**config.mk**
```make
export PLATFORM = sky130hd
export DESIGN_NAME = display_scan_ctrl
export DESIGN_NICKNAME = d
export VERILOG_FILES = /design/src/rtl/display_scan_ctrl.sv
export SDC_FILE = /design/constraint.sdc
export NUM_CORES = 1
export LEC_CHECK = 0
export CAP_MARGIN = 20
export CELL_PAD_IN_SITES_DETAIL_PLACEMENT = 0
export CELL_PAD_IN_SITES_GLOBAL_PLACEMENT = 1
export CORE_MARGIN = 8
export CORE_UTILIZATION = 45
export DETAILED_ROUTE_END_ITERATION = 8
export PLACE_DENSITY_LB_ADDON = 0.05
export SKIP_CTS_REPAIR_TIMING = 1
export SYNTH_ARGS = -nofsm -noshare
export SYNTH_HDL_FRONTEND = slang
export SYNTH_SLANG_ARGS = --single-unit
```
**constraint.sdc**
```tcl
create_clock -name clk -period 3.2 [get_ports clk]
set_clock_uncertainty 0.05 [all_clocks]
set_input_delay 0.8 -clock clk [delete_from_list [all_inputs] [get_ports clk]]
set_output_delay 0.8 -clock clk [all_outputs]
set_load 0.03 [all_outputs]
```
**src/rtl/display_scan_ctrl.sv**
```systemverilog
// Time-multiplexed scan controller for a multi-digit 7-segment display sharing one registered decoder.
// Optional leading-zero suppression is enabled by defining LEADING_ZERO_BLANK_EN.
module display_scan_ctrl #(
   parameter int DIGITS   = 4,
   parameter int PRESCALE = 50000,
   parameter int BLANK    = 16
) (
   input  logic                  clk,
   input  logic                  rst,
   input  logic                  iEn,
   input  logic [4*DIGITS-1:0]   iDigits,
   input  logic                  iLoad,
   output logic [3:0]            oBCD,
   output logic [DIGITS-1:0]     oDigitEn,
   output logic                  oFrame
);

   localparam int CNT_W = (PRESCALE > 1) ? $clog2(PRESCALE) : 1;
   localparam int IDX_W = (DIGITS > 1) ? $clog2(DIGITS) : 1;
   localparam logic [CNT_W-1:0] CNT_LAST       = CNT_W'(PRESCALE - 1);
   localparam logic [CNT_W-1:0] CNT_BLANK_LAST = CNT_W'(BLANK - 1);
   localparam logic [IDX_W-1:0] IDX_LAST       = IDX_W'(DIGITS - 1);

   typedef enum logic [1:0] {
      ST_IDLE  = 2'd0,
      ST_BLANK = 2'd1,
      ST_SHOW  = 2'd2
   } state_t;

   state_t                state_q, state_d;
   logic [CNT_W-1:0]      cnt_q, cnt_d;
   logic [IDX_W-1:0]      idx_q, idx_d;
   logic [4*DIGITS-1:0]   pending_q, pending_d;
   logic [4*DIGITS-1:0]   shadow_q, shadow_d;
   logic [3:0]            bcd_q, bcd_d;
   logic [DIGITS-1:0]     digit_en_q, digit_en_d;
   logic                  frame_q, frame_d;
   logic [3:0]            nib_d;
   logic                  suppress_d;

   always_ff @(posedge clk or posedge rst) begin
      if (rst) begin
         state_q    <= ST_IDLE;
         cnt_q      <= '0;
         idx_q      <= '0;
         pending_q  <= '0;
         shadow_q   <= '0;
         bcd_q      <= '0;
         digit_en_q <= '0;
         frame_q    <= 1'b0;
      end else begin
         state_q    <= state_d;
         cnt_q      <= cnt_d;
         idx_q      <= idx_d;
         pending_q  <= pending_d;
         shadow_q   <= shadow_d;
         bcd_q      <= bcd_d;
         digit_en_q <= digit_en_d;
         frame_q    <= frame_d;
      end
   end

   // Shadow only changes when a frame starts, so a frame in progress is never torn.
   always_comb begin
      state_d   = state_q;
      cnt_d     = cnt_q;
      idx_d     = idx_q;
      shadow_d  = shadow_q;
      pending_d = iLoad ? iDigits : pending_q;
      if (!iEn) begin
         state_d = ST_IDLE;
         cnt_d   = '0;
         idx_d   = '0;
      end else begin
         case (state_q)
            ST_IDLE: begin
               state_d  = ST_BLANK;
               cnt_d    = '0;
               idx_d    = '0;
               shadow_d = pending_d;
            end
            ST_BLANK: begin
               cnt_d = cnt_q + 1'b1;
               if (cnt_q == CNT_BLANK_LAST) begin
                  state_d = ST_SHOW;
               end
            end
            ST_SHOW: begin
               if (cnt_q == CNT_LAST) begin
                  cnt_d   = '0;
                  state_d = ST_BLANK;
                  if (idx_q == IDX_LAST) begin
                     idx_d    = '0;
                     shadow_d = pending_d;
                  end else begin
                     idx_d = idx_q + 1'b1;
                  end
               end else begin
                  cnt_d = cnt_q + 1'b1;
               end
            end
            default: begin
               state_d = ST_IDLE;
               cnt_d   = '0;
               idx_d   = '0;
            end
         endcase
      end
   end

   always_comb begin
      nib_d = 4'd0;
      for (int k = 0; k < DIGITS; k++) begin
         if (idx_d == IDX_W'(k)) begin
            nib_d = shadow_d[4*k +: 4];
         end
      end
   end

`ifdef LEADING_ZERO_BLANK_EN
   // lead_zero[k] is set when nibbles k..DIGITS-1 are all zero; digit 0 is never suppressed.
   logic [DIGITS-1:0] lead_zero;
   logic              above_zero;

   always_comb begin
      lead_zero  = '0;
      above_zero = 1'b1;
      for (int k = DIGITS - 1; k > 0; k--) begin
         above_zero   = above_zero && (shadow_d[4*k +: 4] == 4'd0);
         lead_zero[k] = above_zero;
      end
   end

   assign suppress_d = lead_zero[idx_d];
`else
   assign suppress_d = 1'b0;
`endif

   // Outputs are computed from the next-state values so the registered outputs line up with the state.
   always_comb begin
      bcd_d      = bcd_q;
      digit_en_d = '0;
      frame_d    = 1'b0;
      if (state_d == ST_BLANK) begin
         bcd_d = nib_d;
      end
      if ((state_d == ST_SHOW) && (nib_d <= 4'd9) && !suppress_d) begin
         digit_en_d = DIGITS'(1) << idx_d;
      end
      if ((state_d == ST_SHOW) && (cnt_d == CNT_LAST) && (idx_d == IDX_LAST)) begin
         frame_d = 1'b1;
      end
   end

   assign oBCD     = bcd_q;
   assign oDigitEn = digit_en_q;
   assign oFrame   = frame_q;

endmodule

```
# Word-level counts from Yosys, hierarchy flattened
# Cells that the tools add are included.
# Widths: inputs -> output; s select.
# totals
ff_bits	61
in_bits	20
output_inout_bits	9
# classes
add_sub_neg	2
n_lt_le_gt_ge	1
eq_ne	11
n_shift	1
n_mux	22
n_reduce_logical	5
# ops
operator	count
$mux 16	6
$pmux 16 s2	2
$eq 16x16->1 const B	2
$mux 4	5
$add 16x1->16 const B	1
$eq 16x4->1 const B	1
$mux 2	6
$eq 2x2->1 const B	5
$eq 2x1->1 const B	3
$pmux 2 s3	1
$le 4x4->1 const B	1
$logic_not 2->1	2
$pmux 2 s2	1
$shl 1x2->4 const A	1
$logic_and 1x1->1	3
$add 2x1->2 const B	1
$mux 1	1

# Logic depth before layout (Yosys ltp)
# Gate-level depths: netlist (run 1).
# logic_depth
word_depth	13
ltp_mapped	12
ltp_nobuf	10

# Worst setup path after synthesis (run 1)
# No wires, ideal clock.
# synth_path
path_kind	input port to flip-flop
from	input port iLoad
to	register digit_en_q[2], in the netlist oDigitEn[2]
setup_ns	0.095
t_arrival_ns	2.815
required_time_ns	3.055
path_slack_ns	0.241
stages	8
path_buffers	2
path_cell_list	clkbuf_1 > buf_1 > mux2_2 > o32ai_1 > nor3_1 > o32ai_2 > a21boi_4 > nor4_4
# synth_via
word_cells_on_any_way	12
cone_classes	order compare: 1; mux: 10; reduce/logical: 1
# synth_rtl
item	line_no	source
from (decl)	12	input logic iLoad,
$mux 16 *	69	pending_d = iLoad ? iDigits : pending_q;
named net pending_d[9]	33	logic [4*DIGITS-1:0] pending_q, pending_d;
$mux 16	92	if (idx_q == IDX_LAST) begin
$mux 16	89	if (cnt_q == CNT_LAST) begin
$pmux 16 s2 *	75	case (state_q)
$mux 16 *	70	if (!iEn) begin
$mux 4 * (2 in a row)	114	if (idx_d == IDX_W'(k)) begin
$le 4x4->1 *	147	if ((state_d == ST_SHOW) && (nib_d <= 4'd9) && !suppress_d) begin
$logic_and 1x1->1 *	147	
$mux 4 *	147	
named net digit_en_d[2]	36	logic [DIGITS-1:0] digit_en_q, digit_en_d;
to (signal assigned)	58	digit_en_q <= digit_en_d;
to (decl)	36	
# The timed path passes the listed nets; every way through them passes the cells marked *.
# A chain may end at the register's enable or synchronous reset.

# Worst setup path after layout (run 1)
# layout_path
from	input port iEn
to	register digit_en_q[2], in the netlist oDigitEn[2]
# layout_via
word_cells_on_any_way	16
cone_classes	order compare: 1; eq/ne: 4; shift: 1; mux: 8; reduce/logical: 2
# layout_rtl
item	line_no	source
from (decl)	10	input logic iEn,
$mux 16	70	
named net shadow_d[3]	34	logic [4*DIGITS-1:0] shadow_q, shadow_d;
$mux 4 (4 in a row)	114	
$le 4x4->1	147	
$logic_and 1x1->1	147	
$mux 4	147	
named net digit_en_d[2]	36	
# The timed path passes the listed nets, and every way through them passes these cells.

==> results of run 1 <==
==> cell usage after synthesis (3+ instances only) <==
cell | count | area, um^2
nor2_1 | 29 | 109
ha_1 | 6 | 75.1
mux2_2 | 17 | 191
a31oi_1 | 4 | 25.0
nor3_2 | 5 | 50.1
a22o_1 | 9 | 78.8
clkbuf_1 | 4 | 15.0
and3_1 | 5 | 31.3
mux2i_1 | 3 | 30.0
nor4_1 | 3 | 18.8
nand3_1 | 12 | 60.1
nand2_1 | 22 | 82.6
and2_1 | 8 | 50.1
o21ai_0 | 5 | 25.0
xor2_1 | 8 | 70.1
a21oi_1 | 8 | 40.0
xnor2_1 | 6 | 52.6
inv_1 | 12 | 45.0
nor3_1 | 4 | 20.0
dfrtp_1 | 61 | 1530
==> layout make-up <==
type	count	area (um^2)
Fill cell	624	3010
Inverter	13	48.8
Tap cell	80	100
Clock buffer	13	169
Sequential cell	61	1530
Timing Repair Buffer	41	390
Multi-Input combinational cell	195	1430
Clock inverter	3	42.5
==> sequential cells by signal (all words and copies together), names as in the netlist <==
signal,cells
shadow_q,16
pending_q,16
cnt_q,16
oBCD,4
oFrame,1
idx_q,2
state_q,2
oDigitEn,4
==> cell families (layout without fill, tap and decap cells) <==
logic type / count (synthesis) / count (layout) / synth area share, %
buf+inv: 24 / 70 / 3.86
simple gates: 102 / 102 / 18.0
flops: 61 / 61 / 49.6
mux: 20 / 20 / 7.20
xor+xnor: 14 / 14 / 3.99
fa+ha+maj: 6 / 6 / 2.44
compound gates: 53 / 53 / 14.9
==> how the worst min path moves through the flow <==
stage	endpoint	depth (start not counted)	startpoint
finish	cnt_q[0]	1	cnt_q[0]
global placement	shadow_q[7]	2	shadow_q[7]
detailed placement	shadow_q[11]	2	shadow_q[11]
global route	pending_q[0]	1	pending_q[0]
floorplan	shadow_q[7]	2	shadow_q[7]
CTS	cnt_q[0]	1	cnt_q[0]
==> layer usage <==
metal | wire length [um] | up-vias
met1 | 3090 | 1059
met5 | 0 | -
li1 | - | 1080
met4 | 124 | 0
met2 | 3310 | 35
met3 | 234 | 11
==> power by group <==
part	internal, mW	leakage (nW)	switching, mW	total [mW]
clock network	0.423	0.106	0.302	0.725
registers	0.848	0.775	0.0309	0.878
logic	0.150	0.696	0.160	0.310
==> stage by stage <==
stage | setup slack (ns) | hold slack [ns] | utilization [%] | setup TNS [ns]
detailed placement | -0.0635 | 0.430 | 52.0 | -0.0938
floorplan | 0.241 | 0.405 | - | 0
global route | 0.169 | 0.471 | 55.2 | 0
CTS | 0.292 | 0.443 | 55.2 | 0
finish | 0.293 | 0.446 | 55.2 | 0
global placement | -0.00784 | 0.422 | 52.0 | -0.00784
==> results_dict.tcl, run 1 <==
set metrics [dict create \
    synthFlopType "dfrtp_1" \
    r2r-start "cnt_q[0]" \
    die_x_um 98.7 \
    drc 0 \
    powerDensity_mw_per_mm2 516 \
    hpwl_mm 5.03 \
    ys_ff_latch 61 \
    required_ns 3.40 \
    synthesis.nets 306 \
    worstSetupEndpointType "flop" \
    htreeDepth 3 \
    maxSlewViolCount 0 \
    antenna_found_initial 0 \
    grt_util_met3_pct 3.24 \
    layout_commonest_cell "dfrtp_1" \
    hold_viol_final 0 \
    clkSinkCount 61 \
    dieArea_mm2 0.00974 \
    grt_max_degree 39 \
    grt_usage_pct 15.1 \
    ys_seq_area_share_pct 49.6 \
    synth_edf_count 0 \
    grt_pass1_vias 2284 \
    placed_cell_area_mm2 0.00350 \
    overflow 0 \
    max_cap_violations 0 \
    clockRootBuffer "clkbuf_8" \
    postRouteAntennaNets 0 \
    cpPeakStageDelay_ns 0.45 \
    port_buffers 28 \
    vdd_ir_drop_max_uv 221 \
    routabilityCongestion 0.812 \
    via_per_inst 5.38 \
    boundaryPins 29 \
    grt_pass1_wl_mm 11.6 \
    core_mm2 0.00672 \
    synthArstFlopShare_pct 100 \
    busiest_layer "met2" \
    placedCellCount 390 \
    slew_headroom_pct 53.6 \
    total_power_mw 1.91 \
    cpLargestDelayFamily "compound AO/OA/AOI/OAI gates" \
    cts_tree "done" \
    syn_area_per_cell_um2 11.0 \
    status "finished, final reports clean" \
    grt_use_met1_pct 17.6 \
    vias 2185 \
    ys_warn_count 0 \
    crit_cells 9 \
    fin_crit_sh_pct 90.8 \
    path_clk_slew_ns 0.07 \
    wl_per_cell_um 16.7 \
    final_area_mm2 0.00371 \
    rsz0062_at_grt "false" \
    antenna_cells 0 \
    critical_path_class "input port to flop" \
    firstDrtPassIters 4 \
    die_h_um 98.7 \
    min_path_type "flop to flop" \
    syn-instance-count 280 \
    path_cells "clkdlybuf4s50_1 -> and3_1 -> and3_1 -> a22o_1 -> a22o_1 -> and2_1 -> o41a_1 -> a21boi_4 -> nor4_4" \
    path_max_fanout 9 \
    timing.rr.end "oDigitEn[2]" \
    slowest_stage "o41a_1" \
    critPathBufInv 1 \
    fmax_mhz 344 \
    cts_buffer_depth 2 \
    start_util_pct 45.8 \
    fin_cells 406 \
    r2r_slack_ns 0.34 \
    met2_usage_pct 25.4 \
    numCtsBuffers 9 \
    ys_types 61 \
    rows 30 \
    setup_viol_count_final 0 \
    endpoint "oDigitEn[2]" \
    post-route-min-period_ns 2.91 \
    post_route_cells_drive_above_1_share_pct 19.6 \
    layout.nets 347 \
    worstSkewPairLatency_ns 0.33 \
    startpoint_type "input port" \
    final_cell_mix "dfrtp_1, nor2_1, clkdlybuf4s50_1, nand2_1, mux2_2" \
    reg2reg_depth 9 \
    routed_wl_mm 6.76 \
    syn2layout_area_growth_pct 20.5 \
    leakagePower_nw 1.58 \
    critPathLaunch "iEn" \
    tightestPinTransition_ns 0.689 \
    syn_area_mm2 0.00308 \
    drt-initial-drc-count 82 \
    crit_arrival_ns 3.10 \
]
Power figures use the tool's default switching activity.
==> run 2, diff against run 1 <==
Settings changed: GPL_ROUTABILITY_DRIVEN set to 0, MAX_ROUTING_LAYER set to met4.
==> results_dict.tcl, run 2 (synthesis gave the netlist of run 1 again) <==
set metrics [dict create \
    status "finished, final reports clean" \
    path_max_fanout 9 \
    core_mm2 0.00672 \
    leakagePower_nw 1.58 \
    required_ns 3.40 \
    pwr-share-seq_pct 45.8 \
    worstSkewPairLatency_ns 0.34 \
    grt_usage_pct 15.6 \
    reg_top3 "cnt_q (16), pending_q (16), shadow_q (16)" \
    drt-initial-drc-count 81 \
    p_clk_share_pct 38.0 \
    post_route_cells_drive_above_1_share_pct 19.6 \
    die_x_um 98.7 \
    slowest_stage "o41a_1" \
    rows 30 \
    firstDrtPassIters 4 \
    cts_tree "done" \
    grt_max_degree 39 \
    path_clk_slew_ns 0.07 \
    layout_commonest_cell "dfrtp_1" \
    whs_ns 0.446 \
    crit_arrival_ns 3.10 \
    pre_cts_ws_ns -0.0635 \
    antenna_found_initial 0 \
    cpPeakStageDelay_ns 0.45 \
    min_path_type "flop to flop" \
    grt_pass1_vias 2279 \
    final_cell_mix "dfrtp_1, nor2_1, clkdlybuf4s50_1, nand2_1, mux2_2" \
    drc 0 \
    tightestPinTransition_ns 0.689 \
    cts_buffer_depth 2 \
    p_switching_uw 496 \
    p_comb_share_pct 16.2 \
    startpoint_type "input port" \
    clkSinkCount 61 \
    max_cap_violations 0 \
    post-route-util_pct 55.2 \
    worstSetupEndpointType "flop" \
    fmax_mhz 344 \
    nFillCells 624 \
    syn2layout_area_growth_pct 20.5 \
    numCtsBuffers 9 \
    powerDensity_mw_per_mm2 517 \
    htreeDepth 3 \
    fin_crit_sh_pct 90.8 \
    postRouteAntennaNets 0 \
    layout.nets 347 \
    boundaryPins 29 \
    antenna_cells 0 \
    setup_viol_count_final 0 \
    power.internal_mw 1.42 \
    vias 2193 \
    grt_util_met3_pct 3.45 \
    met2_usage_pct 25.4 \
    critical_path_class "input port to flop" \
    setup_ws_ns 0.295 \
    path_cells "clkdlybuf4s50_1 -> and3_1 -> and3_1 -> a22o_1 -> a22o_1 -> and2_1 -> o41a_1 -> a21boi_4 -> nor4_4" \
    fin_setup_tns_ns 0 \
    hold_viol_final 0 \
    routed_wl_mm 6.77 \
    clockRootBuffer "clkbuf_8" \
    grt_pass1_wl_mm 11.6 \
    dieArea_mm2 0.00974 \
    overflow 0 \
    post-route-min-period_ns 2.91 \
    hpwl_mm 5.03 \
    placedCellCount 390 \
    vdd_ir_drop_max_uv 222 \
    via_per_inst 5.40 \
    fin_cells 406 \
    rsz0062_at_grt "false" \
    port_buffers 28 \
    start_util_pct 45.8 \
    maxSlewViolCount 0 \
    slew_headroom_pct 53.6 \
    grt_use_met1_pct 17.7 \
    busiest_layer "met2" \
    wl_per_cell_um 16.7 \
    die_h_um 98.7 \
    swShare_pct 25.9 \
]
[run 2: critical path: cells and delay by family]
family / cells / cell delay [ns]
and+or+nand+nor: 4 / 0.71
AOI/OAI and AO/OA: 4 / 1.18
buffers and inverters: 1 / 0.41
[run 2: area by class of cell]
class | count | area [um^2] | area share (%)
multi-input combinational | 195 | 1430 | 38.6
clock buffer | 13 | 169 | 4.56
sequential | 61 | 1530 | 41.2
inverter | 13 | 48.8 | 1.32
timing repair buffer | 41 | 390 | 10.5
tap | 80 | 100 | 2.70
clock inverter | 3 | 42.5 | 1.15
[run 2: per-layer routing]
layer	vias to the layer above	wire [um]
li1	1080	-
met1	1065	3090
met2	37	3310
met3	11	245
met4	0	120
met5	-	0
[run 2: through the flow]
step	total power, mW	area (um^2)
final	1.92	3710
after CTS	1.94	3710
after detailed placement	1.21	3500
after global routing	2.00	3710
after floorplan	1.08	3080
after global placement	1.21	3500
[run 2: final timing paths]
check	startpoint	endpoint	slack, ns	depth (start not counted)
worst max-delay path	iEn	oDigitEn[2]	0.29	9
worst min-delay path	cnt_q[0]	cnt_q[0]	0.45	1
worst max register to register	cnt_q[0]	oDigitEn[2]	0.34	9
worst min register to register	cnt_q[0]	cnt_q[0]	0.45	1
max in group asynchronous	rst	idx_q[0]	1.74	3
min in group asynchronous	rst	pending_q[2]	0.77	2
[run 2: power by group through the flow]
stage	logic, mW	registers (mW)	clock network (mW)
after global placement	0.314	0.892	0
after detailed placement	0.315	0.893	0
final	0.310	0.878	0.727
after floorplan	0.167	0.917	0
after CTS	0.316	0.879	0.744
after global routing	0.340	0.886	0.777
==> run 3, diff against run 2 <==
Settings changed: CORE_MARGIN 8 to 4.
==> results_dict.tcl, run 3 (synthesis gave the netlist of run 1 again) <==
set metrics [dict create \
    status "finished, final reports clean" \
    path_clk_slew_ns 0.07 \
    r2r_slack_ns 0.31 \
    post-route-min-period_ns 2.94 \
    firstDrtPassIters 5 \
    fin_setup_tns_ns 0 \
    port_buffers 28 \
    cpPeakStageDelay_ns 0.45 \
    cts_buffer_depth 2 \
    dieArea_mm2 0.00822 \
    grt_pass1_wl_mm 11.5 \
    setup_viol_count_final 0 \
    boundaryPins 29 \
    overflow 0 \
    cts_tree "done" \
    maxSlewViolCount 0 \
    die_h_um 90.7 \
    layout_commonest_cell "dfrtp_1" \
    required_ns 3.40 \
    hold_viol_final 0 \
    tightestPinTransition_ns 0.680 \
    rows 29 \
    worstSetupEndpointType "flop" \
    slowest_stage "o41a_1" \
    clockRootBuffer "clkbuf_8" \
    fin_crit_sh_pct 91.9 \
    drc 0 \
    leakagePower_nw 1.60 \
    syn2layout_area_growth_pct 21.8 \
    grt_usage_pct 18.1 \
    powerDensity_mw_per_mm2 527 \
    post_route_cells_drive_above_1_share_pct 20.6 \
    worstSkewPairLatency_ns 0.34 \
    cpLargestDelayFamily "compound AO/OA/AOI/OAI gates" \
    min_path_type "flop to flop" \
    postRouteAntennaNets 0 \
    fmax_mhz 340 \
    antenna_found_initial 0 \
    layout.nets 351 \
    numCtsBuffers 9 \
    start_util_pct 47.4 \
    via_per_inst 5.39 \
    whs_ns 0.435 \
    path_cells "clkdlybuf4s50_1 -> and3_1 -> and3_1 -> a22o_1 -> a22o_1 -> and2_1 -> o41a_1 -> a21boi_4 -> nor4_4" \
    routed_wl_mm 6.57 \
    reg_top3 "cnt_q (16), pending_q (16), shadow_q (16)" \
    critical_path_class "input port to flop" \
    grt_max_degree 62 \
    max_cap_violations 0 \
    drt-initial-drc-count 133 \
    wl_per_cell_um 16.1 \
    slew_headroom_pct 54.2 \
    vias 2195 \
    htreeDepth 3 \
    vdd_ir_drop_max_uv 298 \
    critPathBufInv 1 \
    die_x_um 90.7 \
    antenna_cells 0 \
    startpoint_type "input port" \
    crit_arrival_ns 3.14 \
    nFillCells 577 \
    rsz0062_at_grt "false" \
    path_max_fanout 9 \
    hpwl_mm 4.69 \
    clkSinkCount 61 \
    core_mm2 0.00649 \
    grt_pass1_vias 2244 \
    final_cell_mix "dfrtp_1, nor2_1, clkdlybuf4s50_1, nand2_1, mux2_2" \
]
==> run 3: changes by cell type in the layout (fill, tap and decap cells not counted) <==
cell and change:
buf_4 +4, clkbuf_8 -2, bufinv_16 +1, clkinv_4 +1
clkinvlp_4 -1, inv_6 +1
==> run 3: routing by layer <==
metal	GRT usage, %	vias up	routed length, um
li1	-	1090	-
met1	28.1	1058	3620
met5	-	-	0
met4	5.74	0	78
met3	5.42	8	247
met2	22.1	39	2630
==> run 3: final cells by class <==
class                   count  area (um^2)  area share, %
clock inverters             5         82.6           2.20
clock buffers              11          141           3.77
well taps                  77         96.3           2.57
inverters                  13         48.8           1.30
multi-input cells         195         1430           38.2
repair buffers             45          420           11.2
flip-flops and latches     61         1530           40.7
==> run 3: through the flow <==
stage / worst slack [ns] / cells / util, % / cell area (um^2) / power, mW
6_report: 0.260 / 407 / 57.7 / 3750 / 1.97
5_1_grt: 0.144 / 407 / 57.7 / 3750 / 2.07
4_1_cts: 0.297 / 407 / 57.7 / 3750 / 2.00
3_5_place_dp: -0.0572 / 391 / 54.2 / 3520 / 1.21
3_3_place_gp: -0.0292 / 391 / 54.2 / 3520 / 1.21
2_1_floorplan: 0.241 / 280 / - / 3080 / 1.08
==> run 3: path summary, 6_finish.rpt <==
| kind | startpoint | cells after the start | to |
|---|---|---|---|
| min in group asynchronous | rst | 3 | cnt_q[12] |
| min reg2reg | cnt_q[0] | 1 | cnt_q[0] |
| max | iEn | 9 | oDigitEn[2] |
| min | cnt_q[0] | 1 | cnt_q[0] |
| max reg2reg | cnt_q[0] | 9 | oDigitEn[2] |
| max in group asynchronous | rst | 3 | cnt_q[8] |
==> run 3: where the power goes <==
group | internal (mW) | switching [mW]
Combinational | 0.155 | 0.163
Clock | 0.463 | 0.315
Sequential | 0.847 | 0.0314
==> run 3: worst reg2reg max path, cell delays in order, from the launching register on <==
cell and delay (ns):
dfrtp_1 0.41, ha_1 0.24, and3_1 0.26, and3_4 0.27
a22o_1 0.33, a22o_1 0.25, and2_1 0.16, o41a_1 0.45
a21boi_4 0.18, nor4_4 0.21
